### config.mk
export PLATFORM = sky130hd
export DESIGN_NAME = fetch_prefetcher
export DESIGN_NICKNAME = d
export VERILOG_FILES = /design/src/rtl/fetch_prefetcher.sv
export SDC_FILE = /design/constraint.sdc
export NUM_CORES = 1
export LEC_CHECK = 0
export ABC_AREA = 1
export CAP_MARGIN = 20
export CORE_MARGIN = 10
export CORE_UTILIZATION = 40
export CTS_CLUSTER_SIZE = 10
export DETAILED_ROUTE_END_ITERATION = 8
export GPL_ROUTABILITY_DRIVEN = 0
export PLACE_DENSITY = 0.83
export SLEW_MARGIN = 0
export SYNTH_ARGS = -nofsm -noshare
export SYNTH_HDL_FRONTEND = slang
export SYNTH_SLANG_ARGS = --single-unit
### constraint.sdc
create_clock -name clk -period 3.75 [get_ports clk]
set_clock_uncertainty 0.1 [all_clocks]
set_input_delay 0.75 -clock clk [delete_from_list [all_inputs] [get_ports clk]]
set_output_delay 0.75 -clock clk [all_outputs]
set_load 0.05 [all_outputs]
### src/rtl/fetch_prefetcher.sv
// fetch_prefetcher: fill stage for the instruction FIFO.
// Walks a program counter, keeps at most one word read in flight, and pushes
// each returned word into the FIFO. A redirect discards any response still
// owed by memory and restarts fetch at the new PC.

module fetch_prefetcher #(
  parameter int unsigned           ADDR_WIDTH = 32,
  parameter int unsigned           DATA_WIDTH = 32,
  parameter logic [ADDR_WIDTH-1:0] RESET_PC   = {ADDR_WIDTH{1'b0}},
  parameter logic [ADDR_WIDTH-1:0] PC_STEP    = ADDR_WIDTH'(32'd4)
) (
  input  logic                  clk,
  input  logic                  reset,
  input  logic                  enable,
  input  logic                  redirect_valid,
  input  logic [ADDR_WIDTH-1:0] redirect_pc,
  output logic                  mem_req,
  output logic [ADDR_WIDTH-1:0] mem_addr,
  input  logic                  mem_gnt,
  input  logic                  mem_rvalid,
  input  logic [DATA_WIDTH-1:0] mem_rdata,
  input  logic                  q_full,
  output logic                  q_wr_en,
  output logic [DATA_WIDTH-1:0] q_data,
  output logic                  q_flush,
  output logic                  busy
);

  // IDLE: nothing in flight. REQ: request presented, waiting for grant.
  // WAIT: granted, waiting for data. DROP: granted read whose data is stale.
  typedef enum logic [1:0] {
    IDLE = 2'd0,
    REQ  = 2'd1,
    WAIT = 2'd2,
    DROP = 2'd3
  } state_t;

  state_t                  state_r;
  state_t                  state_nxt_s;
  logic [ADDR_WIDTH-1:0]   pc_r;
  logic [ADDR_WIDTH-1:0]   pc_nxt_s;
  logic                    accept_s;

  // A response is accepted only in WAIT and only when no redirect makes it stale.
  assign accept_s = (state_r == WAIT) && mem_rvalid && !redirect_valid;

  assign mem_req  = (state_r == REQ);
  assign mem_addr = pc_r;
  assign q_wr_en  = accept_s;
  assign q_data   = accept_s ? mem_rdata : {DATA_WIDTH{1'b0}};
  assign q_flush  = redirect_valid;
  assign busy     = (state_r != IDLE);

  // State and PC registers; reset abandons any transaction in flight.
  always_ff @(posedge clk or posedge reset) begin
    if (reset) begin
      state_r <= IDLE;
      pc_r    <= RESET_PC;
    end else begin
      state_r <= state_nxt_s;
      pc_r    <= pc_nxt_s;
    end
  end

  // Next-state and next-PC selection; redirects always take priority for the PC.
  always_comb begin
    state_nxt_s = state_r;
    pc_nxt_s    = pc_r;
    case (state_r)
      IDLE: begin
        // The FIFO has a single writer, so a free slot now is still free
        // when the one outstanding response returns.
        if (redirect_valid) begin
          pc_nxt_s    = redirect_pc;
          state_nxt_s = IDLE;
        end else if (enable && !q_full) begin
          state_nxt_s = REQ;
        end else begin
          state_nxt_s = IDLE;
        end
      end
      REQ: begin
        // Once presented, the request is held until grant or redirect;
        // enable going low does not withdraw it.
        if (redirect_valid) begin
          pc_nxt_s    = redirect_pc;
          state_nxt_s = mem_gnt ? DROP : IDLE;
        end else if (mem_gnt) begin
          state_nxt_s = WAIT;
        end else begin
          state_nxt_s = REQ;
        end
      end
      WAIT: begin
        if (mem_rvalid) begin
          state_nxt_s = IDLE;
          if (redirect_valid) begin
            pc_nxt_s = redirect_pc;
          end else begin
            pc_nxt_s = pc_r + PC_STEP;
          end
        end else if (redirect_valid) begin
          pc_nxt_s    = redirect_pc;
          state_nxt_s = DROP;
        end else begin
          state_nxt_s = WAIT;
        end
      end
      DROP: begin
        // Wait out the stale response; further redirects just update the PC.
        if (redirect_valid) begin
          pc_nxt_s = redirect_pc;
        end else begin
          pc_nxt_s = pc_r;
        end
        if (mem_rvalid) begin
          state_nxt_s = IDLE;
        end else begin
          state_nxt_s = DROP;
        end
      end
      default: begin
        state_nxt_s = IDLE;
        pc_nxt_s    = pc_r;
      end
    endcase
  end

  fetch_prefetcher_checker #(
    .ADDR_WIDTH (ADDR_WIDTH)
  ) u_checker (
    .clk            (clk),
    .reset          (reset),
    .redirect_valid (redirect_valid),
    .mem_req        (mem_req),
    .mem_gnt        (mem_gnt),
    .mem_addr       (mem_addr),
    .q_wr_en        (q_wr_en),
    .busy           (busy)
  );

endmodule

// Protocol invariants of the prefetcher, observed at its ports.
module fetch_prefetcher_checker #(
  parameter int unsigned ADDR_WIDTH = 32
) (
  input logic                  clk,
  input logic                  reset,
  input logic                  redirect_valid,
  input logic                  mem_req,
  input logic                  mem_gnt,
  input logic [ADDR_WIDTH-1:0] mem_addr,
  input logic                  q_wr_en,
  input logic                  busy
);

  // A stale word must never reach the FIFO.
  a_no_write_on_redirect : assert property (
    @(posedge clk) disable iff (reset) !(q_wr_en && redirect_valid));

  // An ungranted, unredirected request stays up with the same address.
  a_req_stable : assert property (
    @(posedge clk) disable iff (reset)
      (mem_req && !mem_gnt && !redirect_valid) |=> (mem_req && $stable(mem_addr)));

  // Writes only happen while a transaction is in progress.
  a_write_when_busy : assert property (
    @(posedge clk) disable iff (reset) q_wr_en |-> busy);

endmodule

## Word-level counts from Yosys, hierarchy flattened

Cells that the tools add are included.

- Bits of input ports: 71
- Logic and storage cells: 28
- Flip-flop bits (word level): 34

- Equality and inequality tests: 3
- Multiplexer cells: 14
- Add/sub/neg operators: 1
- Reduce and logical (&&, ||, !) cells: 8

Operator list:

| cell | number |
|---|---|
| $mux W32 | 4 |
| $pmux W32 S2 | 1 |
| $add A32 B3 Y32 const B | 1 |
| $mux W2 | 5 |
| $pmux W2 S4 | 1 |
| $eq A2 B2 Y1 const B | 2 |
| $logic_and A1 B1 Y1 | 3 |
| $mux W1 | 3 |
| $reduce_or A3 Y1 | 1 |
| $eq A2 B1 Y1 const B | 1 |
| $logic_not A1 Y1 | 2 |
| $logic_not A2 Y1 | 1 |
| $reduce_bool A2 Y1 | 1 |

## Logic depth before layout (Yosys ltp)

- Depth in word-level cells: 5
- Depth in mapped cells: 10
- Gate-level depth less buffers: 10

## Least setup slack after synthesis

No wires, ideal clock.

- Kind: input -> output
- Start point: input mem_rvalid
- End point: output q_data[10]
- Arrival: 2,153 ps
- Slack: 747 ps
- Buffers on the path: 1
- Stages: 5
- Cells stage by stage: nand3_4 > nor2_8 > inv_2 > clkbuf_1 > nor2_1

- Longest elaborated chain between the ends: 3

RTL lines:

| element | line | text |
|---|---|---|
| from (decl) | 20 | `input logic mem_rvalid,` |
| $logic_and A1 B1 Y1 (2 in series) | 45 | `assign accept_s = (state_r == WAIT) && mem_rvalid && !redirect_valid;` |
| net q_wr_en | 23 | `output logic q_wr_en,` |
| $mux W32 | 50 | `assign q_data = accept_s ? mem_rdata : {DATA_WIDTH{1'b0}};` |
| to (decl) | 24 | `output logic [DATA_WIDTH-1:0] q_data,` |

The timed path passes the listed nets, and every way through them passes these cells.

## Worst setup path after layout

- Start point: input mem_rvalid
- End point: output q_data[2]

- Longest elaborated chain between the ends: 3

RTL lines:

| element | line |
|---|---|
| $logic_and A1 B1 Y1 (2 in series) | 45 |
| $mux W32 | 50 |

Every way passes these cells.

==> flow_summary.json <==
{
  "synth_nets": 438,
  "slew-limit-headroom": 0.607,
  "swShare": 0.439,
  "p_comb_frac": 0.489,
  "crit_family": "buffers and inverters",
  "grt-ovfl-total": 0,
  "synth.distinct_cells": 35,
  "port_buffers": 138,
  "r2r-end": "mem_addr[27]",
  "finalSetupTns_ns": 0,
  "vias": 2813,
  "end_kind": "output port",
  "synth_edf_count": 0,
  "cts_buffer_depth": 2,
  "crit_type": "in -> out",
  "remaining_drc_errors": 0,
  "cts_resized": 0,
  "clock_latency_ns": 0.30,
  "yosys_most_used_dff": "dfrtp_1",
  "vdd_ir_drop_max_uv": 361,
  "fin_util": 0.725,
  "drive_above_1_share": 0.151,
  "synth_area_per_cell_um2": 6.74,
  "design_area_um2": 4320,
  "power.switching_mw": 0.653,
  "io_pins": 139,
  "path_buf_inv": 3,
  "setup_slack_ns": 0.477,
  "ant_nets": 0,
  "finalWirelength_um": 9310,
  "use_met3": 0.0580,
  "grt_antenna_before_repair": 0,
  "post_cts_buffers": 0,
  "cap_violations": 0,
  "track_usage": 0.183,
  "min_period_ns": 3.27,
  "start_kind": "primary input",
  "yosys_warnings": 0,
  "synthTopCellsByArea": "dfrtp_1, nand2_1, inv_1",
  "intPower_mw": 0.835,
  "tightest_slew_ns": 0.589,
  "antenna_cells": 0,
  "hold_buffers": 0,
  "p_clk_frac": 0.198,
  "dpl_cell_area_um2": 4220,
  "cp_max_fo": 35,
  "syn_inst": 366,
  "grt_use_met2": 0.327,
  "cts_buffers": 5,
  "die_h_um": 98.6,
  "fmaxAchievable_ghz": 0.306,
  "cts-root-buf": "clkbuf_8",
  "yosys.area.top_type": "dfrtp_1",
  "rsz0062_at_grt": "no",
  "path_cells": "clkdlybuf4s50_1 -> nand3_4 -> nor2_8 -> inv_2 -> nor2_1 -> buf_12",
  "cp.arrival_ns": 2.42,
  "reg2reg_from": "state_r[0]",
  "busiest_layer": "met2",
  "pre_cts_slack_ns": 0.480,
  "power.leakage_nw": 2.05,
  "rows": 28,
  "dp_hpwl_um": 7680,
  "reg2reg_depth": 8,
  "setup_viol": 0,
  "clkTransAtPathRegs_ns": 0.07,
  "coreArea_um2": 5960,
  "synth_top_area_frac": 0.345,
  "critPathMaxStageDelay_ns": 0.54,
  "firstDrtPassIters": 4,
  "rrSetupSlack_ns": 1.96,
  "grt_start_max_net_pins": 36,
  "worstHoldStart": "mem_addr[0]",
  "clock_sinks": 34,
  "cts_tree": "built",
  "avgViaCountPerCell": 4.86,
  "power.density_nw_per_um2": 345,
  "min_path_type": "reg -> reg",
  "grt_pass1_wl_um": 14800,
  "htreeDepth": 2,
  "syn_area_um2": 2470,
  "drt-initial-drc-count": 171,
  "start_util": 0.414,
  "hold_viol_final": 0,
  "hold_depth": 2,
  "seq_power_share": 0.313,
  "outcome": "completed",
  "synthToLayoutAreaGrowth_pct": 74.8,
  "synth_seq_area_share": 0.345,
  "cp.required_ns": 2.90,
  "slew_violations": 0,
  "die_x_um": 98.6,
  "use_met1": 0.204,
  "cp_slowest_cell": "clkdlybuf4s50_1",
  "grt_pass1_vias": 2793,
  "fin_crit_sh": 0.873,
  "dieArea_um2": 9710,
  "routedWlPerCell_um": 16.1,
  "finalNetCount": 575,
  "hold_end": "mem_addr[0]",
  "ys_async_sr_fraction": 1.00,
  "ys_ff_latch": 34
}
[registers in the layout (all words and copies together) (netlist names)]
name / flops
state_r: 2
mem_addr: 32
[power by group through the flow]
stage | Sequential [mW] | Combinational, mW | Clock (mW)
finish | 0.466 | 0.728 | 0.294
global route | 0.473 | 0.771 | 0.313
CTS | 0.465 | 0.734 | 0.299
detailed placement | 0.472 | 0.731 | 0
global placement | 0.469 | 0.719 | 0
floorplan | 0.584 | 0.300 | 0
[worst max-delay path by stage]
| stage | startpoint | to | slack, ns | cells after the start |
|---|---|---|---|---|
| 6_report | mem_rvalid | q_data[2] | 0.48 | 6 |
| 5_1_grt | mem_rvalid | q_data[17] | 0.38 | 6 |
| 4_1_cts | mem_rvalid | q_data[2] | 0.48 | 6 |
| 3_5_place_dp | mem_rvalid | q_data[2] | 0.48 | 6 |
| 3_3_place_gp | mem_rvalid | q_data[20] | 0.53 | 6 |
| 2_1_floorplan | mem_rvalid | q_data[10] | 0.75 | 5 |
[cells in the mapped netlist (3+ instances only)]
cell	instances
nor3_1	5
a21oi_1	9
nand2_2	8
inv_1	65
nor2_4	5
clkbuf_1	3
o21ai_0	13
buf_2	5
nand2_1	86
xor2_1	3
dfrtp_1	34
mux2i_1	8
nand4_1	9
nor2_2	5
nand3_1	17
nor2_1	56
o21ai_1	8
inv_2	4
[stage by stage]
step | hold slack, ns | instances | total power, mW
3_5_place_dp | 0.377 | 571 | 1.20
2_1_floorplan | 0.514 | 366 | 0.884
6_report | 0.391 | 579 | 1.49
3_3_place_gp | 0.356 | 571 | 1.19
4_1_cts | 0.396 | 579 | 1.50
5_1_grt | 0.431 | 579 | 1.56
[metal layers]
layer,vias up,routed length [µm]
li1,1407,-
met5,-,0
met2,137,4630
met4,0,113
met3,11,808
met1,1258,3760
[cell type report]
cell class / instances / area (µm²)
fillers: 466 / 1640
repair buffers: 140 / 1710
clock buffers: 6 / 82.6
flip-flops and latches: 34 / 851
multi-input cells: 253 / 1310
well taps: 75 / 93.8
inverters: 69 / 259
clock inverters: 2 / 12.5
[cell families (layout without fill, tap and decap cells)]
| family | Yosys count | count (layout) | synth area share |
|---|---|---|---|
| buffers and inverters | 79 | 217 | 0.126 |
| xor gates and xnor gates | 4 | 4 | 0.0142 |
| and+or+nand+nor | 204 | 204 | 0.400 |
| DFF | 34 | 34 | 0.345 |
| adders and majority gates | 1 | 1 | 0.00507 |
| AOI/OAI and AO/OA | 36 | 36 | 0.0775 |
| muxes | 8 | 8 | 0.0324 |
[tightest hold or removal path, cell delays in order, from the launching register on]
cell and delay (ns):
dfrtp_1 0.36, nand2_1 0.06, nand2_1 0.05
[cell usage in the layout (no fill, tap or decap), types with 5 or more instances in the layout]
cell,count
clkdlybuf4s50_1,104
nand2_1,86
inv_1,65
nor2_1,56
dfrtp_1,34
buf_12,32
nand3_1,17
o21ai_0,13
a21oi_1,9
nand4_1,9
nand2_2,8
o21ai_1,8
mux2i_1,8
clkbuf_8,6
nor3_1,5
nor2_4,5
nor2_2,5
No activity file was read; power rests on OpenSTA's default activity.
